==> src/rtl/triple_buffer_ctrl_if.sv <==
// triple_buffer_ctrl_if: frame-done/vsync inputs and room/address status outputs of the triple-buffer controller
interface triple_buffer_ctrl_if;
  logic        i_wr_frame_done;
  logic        i_rd_vsync;
  logic [31:0] o_wr_base_addr;
  logic [31:0] o_rd_base_addr;
  logic [1:0]  o_wr_idx;
  logic [1:0]  o_rd_idx;
  logic [1:0]  o_pend_idx;
  logic        o_new_frame;
  logic        o_frame_valid;
  logic [15:0] o_drop_cnt;
  logic [15:0] o_repeat_cnt;
  modport master (
    output i_wr_frame_done, i_rd_vsync,
    input  o_wr_base_addr, o_rd_base_addr, o_wr_idx, o_rd_idx, o_pend_idx,
    input  o_new_frame, o_frame_valid, o_drop_cnt, o_repeat_cnt
  );
  modport slave (
    input  i_wr_frame_done, i_rd_vsync,
    output o_wr_base_addr, o_rd_base_addr, o_wr_idx, o_rd_idx, o_pend_idx,
    output o_new_frame, o_frame_valid, o_drop_cnt, o_repeat_cnt
  );
endinterface

==> src/rtl/triple_buffer_ctrl.sv <==
// triple_buffer_ctrl: rotates three DDR frame rooms between writer, reader and latest-completed slots
module triple_buffer_ctrl #(
  parameter logic [31:0] BASE_ADDR   = 32'h0100_0000,
  parameter logic [31:0] ROOM_STRIDE = 32'h0010_0000
) (
  input logic clk_100Mhz,
  input logic sys_rst_n,
  triple_buffer_ctrl_if.slave bus
);
  logic        s1, s2, hist, fresh, fv, nf;
  logic [1:0]  w, r, l;
  logic [31:0] wa, ra;
  logic [15:0] drop, rep;
  logic        de, vs, bad, fresh_n, nf_n, drop_inc, rep_inc;
  logic [1:0]  third, w_n, r_n, l_n;
  assign de       = s2 & ~hist;
  assign vs       = bus.i_rd_vsync;
  assign bad      = (&w) | (&r) | (&l);
  assign third    = 2'd3 - r - w;
  assign w_n      = bad ? 2'd0 : de ? third : w;
  assign r_n      = bad ? 2'd2 : (de && vs) ? w : (vs && fresh) ? l : r;
  assign l_n      = bad ? 2'd2 : de ? w : l;
  assign fresh_n  = bad ? 1'b0 : de ? ~vs : vs ? 1'b0 : fresh;
  assign nf_n     = ~bad & vs & (de | fresh);
  assign drop_inc = ~bad & de & fresh & (drop != 16'hFFFF);
  assign rep_inc  = ~bad & vs & ~de & ~fresh & fv & (rep != 16'hFFFF);
  // addresses are computed from the next index so they move on the same edge as the index
  always_ff @(posedge clk_100Mhz or negedge sys_rst_n) begin
    if (!sys_rst_n) begin
      s1    <= 1'b0;
      s2    <= 1'b0;
      hist  <= 1'b0;
      w     <= 2'd0;
      r     <= 2'd2;
      l     <= 2'd2;
      fresh <= 1'b0;
      fv    <= 1'b0;
      nf    <= 1'b0;
      wa    <= BASE_ADDR;
      ra    <= BASE_ADDR + 32'd2 * ROOM_STRIDE;
      drop  <= 16'd0;
      rep   <= 16'd0;
    end else begin
      s1    <= bus.i_wr_frame_done;
      s2    <= s1;
      hist  <= s2;
      w     <= w_n;
      r     <= r_n;
      l     <= l_n;
      fresh <= fresh_n;
      fv    <= fv | (de & ~bad);
      nf    <= nf_n;
      wa    <= BASE_ADDR + 32'(w_n) * ROOM_STRIDE;
      ra    <= BASE_ADDR + 32'(r_n) * ROOM_STRIDE;
      drop  <= drop + 16'(drop_inc);
      rep   <= rep + 16'(rep_inc);
    end
  end
  assign bus.o_wr_idx       = w;
  assign bus.o_rd_idx       = r;
  assign bus.o_pend_idx     = l;
  assign bus.o_wr_base_addr = wa;
  assign bus.o_rd_base_addr = ra;
  assign bus.o_new_frame    = nf;
  assign bus.o_frame_valid  = fv;
  assign bus.o_drop_cnt     = drop;
  assign bus.o_repeat_cnt   = rep;
endmodule

==> src/flat_wrapper.sv <==
// flat-port wrapper written by rule: the top's interface ports become plain ports
module triple_buffer_ctrl_flat 
#(
  parameter logic [31:0] BASE_ADDR   = 32'h0100_0000,
  parameter logic [31:0] ROOM_STRIDE = 32'h0010_0000
)
  (clk_100Mhz, sys_rst_n, bus_i_wr_frame_done, bus_i_rd_vsync, bus_o_wr_base_addr, bus_o_rd_base_addr, bus_o_wr_idx, bus_o_rd_idx, bus_o_pend_idx, bus_o_new_frame, bus_o_frame_valid, bus_o_drop_cnt, bus_o_repeat_cnt);
  triple_buffer_ctrl_if bus_i ();
  input logic clk_100Mhz;
  input logic sys_rst_n;
  input wire logic [$bits(bus_i.i_wr_frame_done)-1:0] bus_i_wr_frame_done;
  input wire logic [$bits(bus_i.i_rd_vsync)-1:0] bus_i_rd_vsync;
  output wire logic [$bits(bus_i.o_wr_base_addr)-1:0] bus_o_wr_base_addr;
  output wire logic [$bits(bus_i.o_rd_base_addr)-1:0] bus_o_rd_base_addr;
  output wire logic [$bits(bus_i.o_wr_idx)-1:0] bus_o_wr_idx;
  output wire logic [$bits(bus_i.o_rd_idx)-1:0] bus_o_rd_idx;
  output wire logic [$bits(bus_i.o_pend_idx)-1:0] bus_o_pend_idx;
  output wire logic [$bits(bus_i.o_new_frame)-1:0] bus_o_new_frame;
  output wire logic [$bits(bus_i.o_frame_valid)-1:0] bus_o_frame_valid;
  output wire logic [$bits(bus_i.o_drop_cnt)-1:0] bus_o_drop_cnt;
  output wire logic [$bits(bus_i.o_repeat_cnt)-1:0] bus_o_repeat_cnt;
  assign bus_i.i_wr_frame_done = bus_i_wr_frame_done;
  assign bus_i.i_rd_vsync = bus_i_rd_vsync;
  assign bus_o_wr_base_addr = bus_i.o_wr_base_addr;
  assign bus_o_rd_base_addr = bus_i.o_rd_base_addr;
  assign bus_o_wr_idx = bus_i.o_wr_idx;
  assign bus_o_rd_idx = bus_i.o_rd_idx;
  assign bus_o_pend_idx = bus_i.o_pend_idx;
  assign bus_o_new_frame = bus_i.o_new_frame;
  assign bus_o_frame_valid = bus_i.o_frame_valid;
  assign bus_o_drop_cnt = bus_i.o_drop_cnt;
  assign bus_o_repeat_cnt = bus_i.o_repeat_cnt;
  triple_buffer_ctrl #(.BASE_ADDR(BASE_ADDR), .ROOM_STRIDE(ROOM_STRIDE)) u_core (.clk_100Mhz(clk_100Mhz), .sys_rst_n(sys_rst_n), .bus(bus_i));
endmodule
==> config.mk <==
export PLATFORM = sky130hd
export DESIGN_NAME = triple_buffer_ctrl_flat
export DESIGN_NICKNAME = d
export VERILOG_FILES = /design/src/rtl/triple_buffer_ctrl_if.sv /design/src/rtl/triple_buffer_ctrl.sv /design/src/flat_wrapper.sv
export SDC_FILE = /design/constraint.sdc
export NUM_CORES = 1
export LEC_CHECK = 0
export CORE_MARGIN = 4
export CORE_UTILIZATION = 43
export CTS_CLUSTER_SIZE = 28
export DETAILED_ROUTE_END_ITERATION = 10
export HOLD_SLACK_MARGIN = 0.03
export MAX_ROUTING_LAYER = met4
export PLACE_DENSITY = 0.82
export SYNTH_ARGS = -nofsm -noshare
export SYNTH_HDL_FRONTEND = slang
export SYNTH_SLANG_ARGS = --single-unit
==> constraint.sdc <==
create_clock -name clk_100Mhz -period 2.45 [get_ports clk_100Mhz]
set_input_delay 0.245 -clock clk_100Mhz [delete_from_list [all_inputs] [get_ports clk_100Mhz]]
set_output_delay 0.245 -clock clk_100Mhz [all_outputs]
set_load 0.02 [all_outputs]
-- Word level (Yosys, flattened, before mapping)
Index checks and enable logic that the tools add are counted.
- register bits: 108
- word-level logic and storage cells: 57
- output and inout bits: 104
- add/sub/neg operators: 6
- bitwise operators: 19
- reductions and logical operators: 7
- multiplexer cells: 10
- equal/unequal tests: 2
- operators by type and width (operator ; number):
    $add A25 B22 Y26 const A ; 2
    $add A16 B1 Y16 ; 2
    $ne A16 B16 Y1 const B ; 2
    $mux W2 ; 7
    $and A1 B1 Y1 ; 10
    $reduce_and A2 Y1 ; 3
    $not A1 Y1 ; 5
    $or A1 B1 Y1 ; 4
    $mux W1 ; 3
    $reduce_bool A3 Y1 ; 1
    $logic_and A1 B1 Y1 ; 2
    $reduce_bool A2 Y1 ; 1
    $sub A2 B2 Y2 ; 1
    $sub A2 B2 Y2 const A ; 1

-- Logic depth before layout (Yosys ltp)
- depth in word-level cells: 10
- mapped depth: 9
- mapped depth without buffers: 8

-- Worst setup path before layout
Ideal clock, no wire load.
- path type: reg-to-reg
- start point: register u_core.l[0] (netlist: u_core.bus.o_pend_idx[0])
- end point: register u_core.rep[8] (netlist: u_core.bus.o_repeat_cnt[8])
- stages on the path, launching flop included: 9
- data required time: 2370 ps
- period minus slack after synthesis: 2287 ps
- arrival time: 2207 ps
- buffers on the path: 0
- setup slack: 163 ps
- cell sequence: dfrtp_1 > a222oi_1 > nor4b_2 > a21boi_2 > ha_1 > ha_1 > nand3_1 > nor3_1 > xor2_1
- longest elaborated chain between the ends: 9
- RTL lines (item ; RTL line ; text):
    start: declaration ; triple_buffer_ctrl.sv:11 ; logic [1:0] w, r, l;
    start signal: assignment ; triple_buffer_ctrl.sv:49 ; l <= l_n;
    $reduce_and A2 Y1 ; triple_buffer_ctrl.sv:18 ; assign bad = (&w) | (&r) | (&l);
    $or A1 B1 Y1 ; triple_buffer_ctrl.sv:18 ;
    $not A1 Y1 ; triple_buffer_ctrl.sv:26 ; assign rep_inc = ~bad & vs & ~de & ~fresh & fv & (rep != 16'hFFFF);
    $and A1 B1 Y1 (5 in a row) ; triple_buffer_ctrl.sv:26 ;
    $add A16 B1 Y16 ; triple_buffer_ctrl.sv:56 ; rep <= rep + 16'(rep_inc);
    end signal: assignment ; triple_buffer_ctrl.sv:56 ;
    end: declaration ; triple_buffer_ctrl.sv:13 ; logic [15:0] drop, rep;
Every way passes these cells.
A chain may end at the register's enable or synchronous reset.

-- Worst setup path in the final report
- start point: register u_core.l[0] (netlist: u_core.bus.o_pend_idx[0])
- end point: register u_core.rep[12] (netlist: u_core.bus.o_repeat_cnt[12])
The elaborated chain is that of the path after synthesis.

==> reports/results.ini <==
[status]
status = finished clean

[synthesis]
synth-seq-cells = 44
synth.distinct_cells = 37
synth_most_common_cell = buf_4
synth_ff_type = dfrtp_1
synth_common_cells = buf_4 (64), dfrtp_1 (42), xor2_1 (21), nand2_1 (13), nand3_1 (13)
ys_async_sr_fraction_pct = 100
yosys-top-cells-area = dfrtp_1 (42%), buf_4 (19%), xor2_1 (7.4%)
syn_inst = 240
synth_top_cell_by_area = dfrtp_1
yosysSeqAreaShare_pct = 44.3
yosys.area.top_type_share_pct = 42.1
ys_warn_count = 0
avgSynthCellArea_um2 = 10.4
synthesis.area_mm2 = 0.00249
synth-edff-count = 0

[sta]
finalSetupViolations = 0
slew_headroom_pct = 37.5
fmax_ghz = 0.436
fin_crit_ns = 2.29
slew_violations = 0
hold_viol = 0
clock_skew_ns = 0.0108
worst_hold_slack_ns = 0.0778
rsz0062_at_grt = yes
worstMarginPinSlew_ns = 0.938
min_period_over_period_pct = 93.7

[global_routing]
grtUsageTotal_pct = 13.1
grt_max_degree = 45
antenna_found_initial = 0
gr-total-overflow = 0
grt_pass1_vias = 1559
grt_pass1_wl_um = 7400

[worst_setup_path]
cp_slowest_cell = dfrtp_1
crit_path_start = u_core.bus.o_pend_idx[0]$_DFFE_PN0P_
slowest_delay_ns = 0.38
crit_path_max_fanout = 4
path_class = flop to flop
required_ns = 2.65
worstSetupStartpointType = flop
worstSetupEndpointType = flop
rr_startpoint = u_core.bus.o_pend_idx[0]$_DFFE_PN0P_
crit_chain = a222oi_1, buf_4, nor4b_2, a21boi_2, ha_1, ha_1, nand3_1, nor3_1, xnor2_1
crit_arrival_ns = 2.50
cpMostUsedCell = ha_1

[drt]
routedWlPerCell_um = 12.4
detail-route-antenna-nets = 0
drt_first_pass_iters = 5
drt_wl_total_um = 4580
via_count = 1651
avgViaCountPerCell = 4.46
drtIter0Drc = 59
drc = 0

[power_and_ir_drop]
swShare_pct = 34.3
power_switching_uw = 855
design_power_total_uw = 2490
power_frac_seq_pct = 40.2
powerDensity_mw_per_mm2 = 828
p_int_uw = 1640
pwr-share-comb_pct = 34.0
vdd_ir_drop_max_mv = 0.416
power_leakage_uw = 0.00149
p_clk_share_pct = 25.8

[layout]
fillerInstances = 507
syn_to_final_growth_pct = 20.8
num_antenna_cells = 0
drive_above_1_share_pct = 11.4
nets = 307
final_core_util_pct = 54.0

[clock_network]
htreeDepth = 2
clk_pin_slew_ns = 0.09
tritoncts = done
cts_root_buffer = clkbuf_8
clockBufferDepth = 2
clock_sinks = 44
clk-insertion-delay-late_ns = 0.29
numCtsBuffers = 5

[floorplanning]
die-area_mm2 = 0.00708
core_mm2 = 0.00557
rows = 27
io_pins = 108
die_height_um = 84.2
die_w_um = 84.2
initial_utilization_pct = 44.7

[placed_design]
place.gp.congestion = 0.858
portBuffers = 47
dp_hpwl_um = 3420

[min_path]
min_path_type = primary input to async pin

[job]
maxCapViolCount = 0

[worst paths after layout]
path / end / cells after the start / slack [ns]
max in group asynchronous: u_core.bus.o_wr_base_addr[21]$_DFFE_PN0P_ / 1 / 1.77
min in group clk_100Mhz: u_core.s2$_DFF_PN0_ / 0 / 0.37
worst max-delay path: u_core.bus.o_repeat_cnt[12]$_DFF_PN0_ / 9 / 0.16
worst min register to register: u_core.s2$_DFF_PN0_ / 0 / 0.37
worst max register to register: u_core.bus.o_repeat_cnt[12]$_DFF_PN0_ / 9 / 0.16
worst min-delay path: u_core.bus.o_drop_cnt[9]$_DFF_PN0_ / 1 / 0.08
[final cells by class]
cell class | instances | area [um^2] | share of cell area, %
tap | 72 | 90.1 | 2.99
clock inverter | 2 | 60.1 | 1.99
sequential | 44 | 1100 | 36.6
timing repair buffer | 58 | 548 | 18.2
clock buffer | 6 | 72.6 | 2.41
inverter | 9 | 33.8 | 1.12
multi-input combinational | 179 | 1100 | 36.6
[state kept, by name (all words and copies together), names as in the netlist]
register and count:
u_core.bus.o_drop_cnt 16, u_core.bus.o_frame_valid 1, u_core.bus.o_new_frame 1, u_core.bus.o_pend_idx 2
u_core.bus.o_rd_base_addr 2, u_core.bus.o_repeat_cnt 16, u_core.bus.o_wr_base_addr 2, u_core.fresh 1
u_core.hist 1, u_core.s1 1, u_core.s2 1
[power groups by stage]
stage          sequential [uW]  combinational [uW]  clock (uW)
2_1_floorplan             1140                 417           0
3_3_place_gp              1010                 839           0
3_5_place_dp              1010                 850           0
4_1_cts                   1000                 854         663
5_1_grt                   1030                 917         699
6_report                  1000                 847         644
[layer usage]
| layer | GRT usage [%] | up-vias | wire, um | part of all wire, % |
|---|---|---|---|---|
| li1 | - | 801 | - | - |
| met1 | 16.8 | 779 | 2010 | 44 |
| met2 | 20.7 | 69 | 2220 | 48 |
| met3 | 3.63 | 2 | 331 | 7.2 |
| met4 | 3.07 | 0 | 18 | 0.39 |
| met5 | - | - | 0 | 0 |
[cells in the final DEF, fill, tap and decap left out, types with 2 or more instances in the layout]
cell | synthesis | routed
o21ai_0 | 2 | 2
conb_1 | 2 | 60
bufinv_16 | 0 | 2
xor2_1 | 21 | 21
nor2_1 | 10 | 10
clkbuf_8 | 0 | 5
nor4_2 | 6 | 5
nand2_1 | 13 | 13
nand4_2 | 2 | 2
ha_1 | 6 | 6
nand2b_1 | 3 | 3
nor3_1 | 10 | 9
xnor2_1 | 8 | 8
nand3_1 | 13 | 12
buf_4 | 64 | 11
dfrtp_1 | 42 | 42
dfstp_2 | 2 | 2
clkdlybuf4s50_1 | 0 | 46
a21oi_1 | 4 | 4
nand4_1 | 4 | 4
inv_1 | 9 | 9
[per-stage QoR]
stage                     TNS [ns]  worst slack (ns)  instances  instance area, um^2
final                            0             0.155        370                 3010
after global routing       -0.0666           -0.0400        370                 3010
after CTS                        0             0.101        369                 2990
after detailed placement         0             0.112        361                 2850
after global placement           0             0.169        361                 2850
after floorplan                  0             0.163        298                 2710
[critical path: cells and delay by family, from the launching register on]
family	cells	cell delay, ns
compound gates	2	0.52
xor+xnor	1	0.16
fa+ha+maj	2	0.44
buf+inv	1	0.18
flops	1	0.38
simple gates	3	0.55
[repair_timing]
| action | in CTS | in global routing |
|---|---|---|
| buffers inserted | 0 | 1 |
| hold buffers | 0 | 0 |
| setup endpoints to repair | 0 | 10 |
| resized for setup | 0 | 3 |
[cell families (layout without fill, tap and decap cells)]
kind of cell / count (synthesis) / count (layout) / synth area share [%]
DFF: 44 / 44 / 44.3
and+or+nand+nor: 67 / 67 / 16.4
AOI/OAI and AO/OA: 16 / 16 / 4.47
adders and majority gates: 6 / 6 / 3.01
buffers and inverters: 75 / 75 / 21.0
xor gates and xnor gates: 29 / 29 / 10.2
muxes: 1 / 1 / 0.401
other: 2 / 60 / 0.301
(Power assumes the default switching activity.)
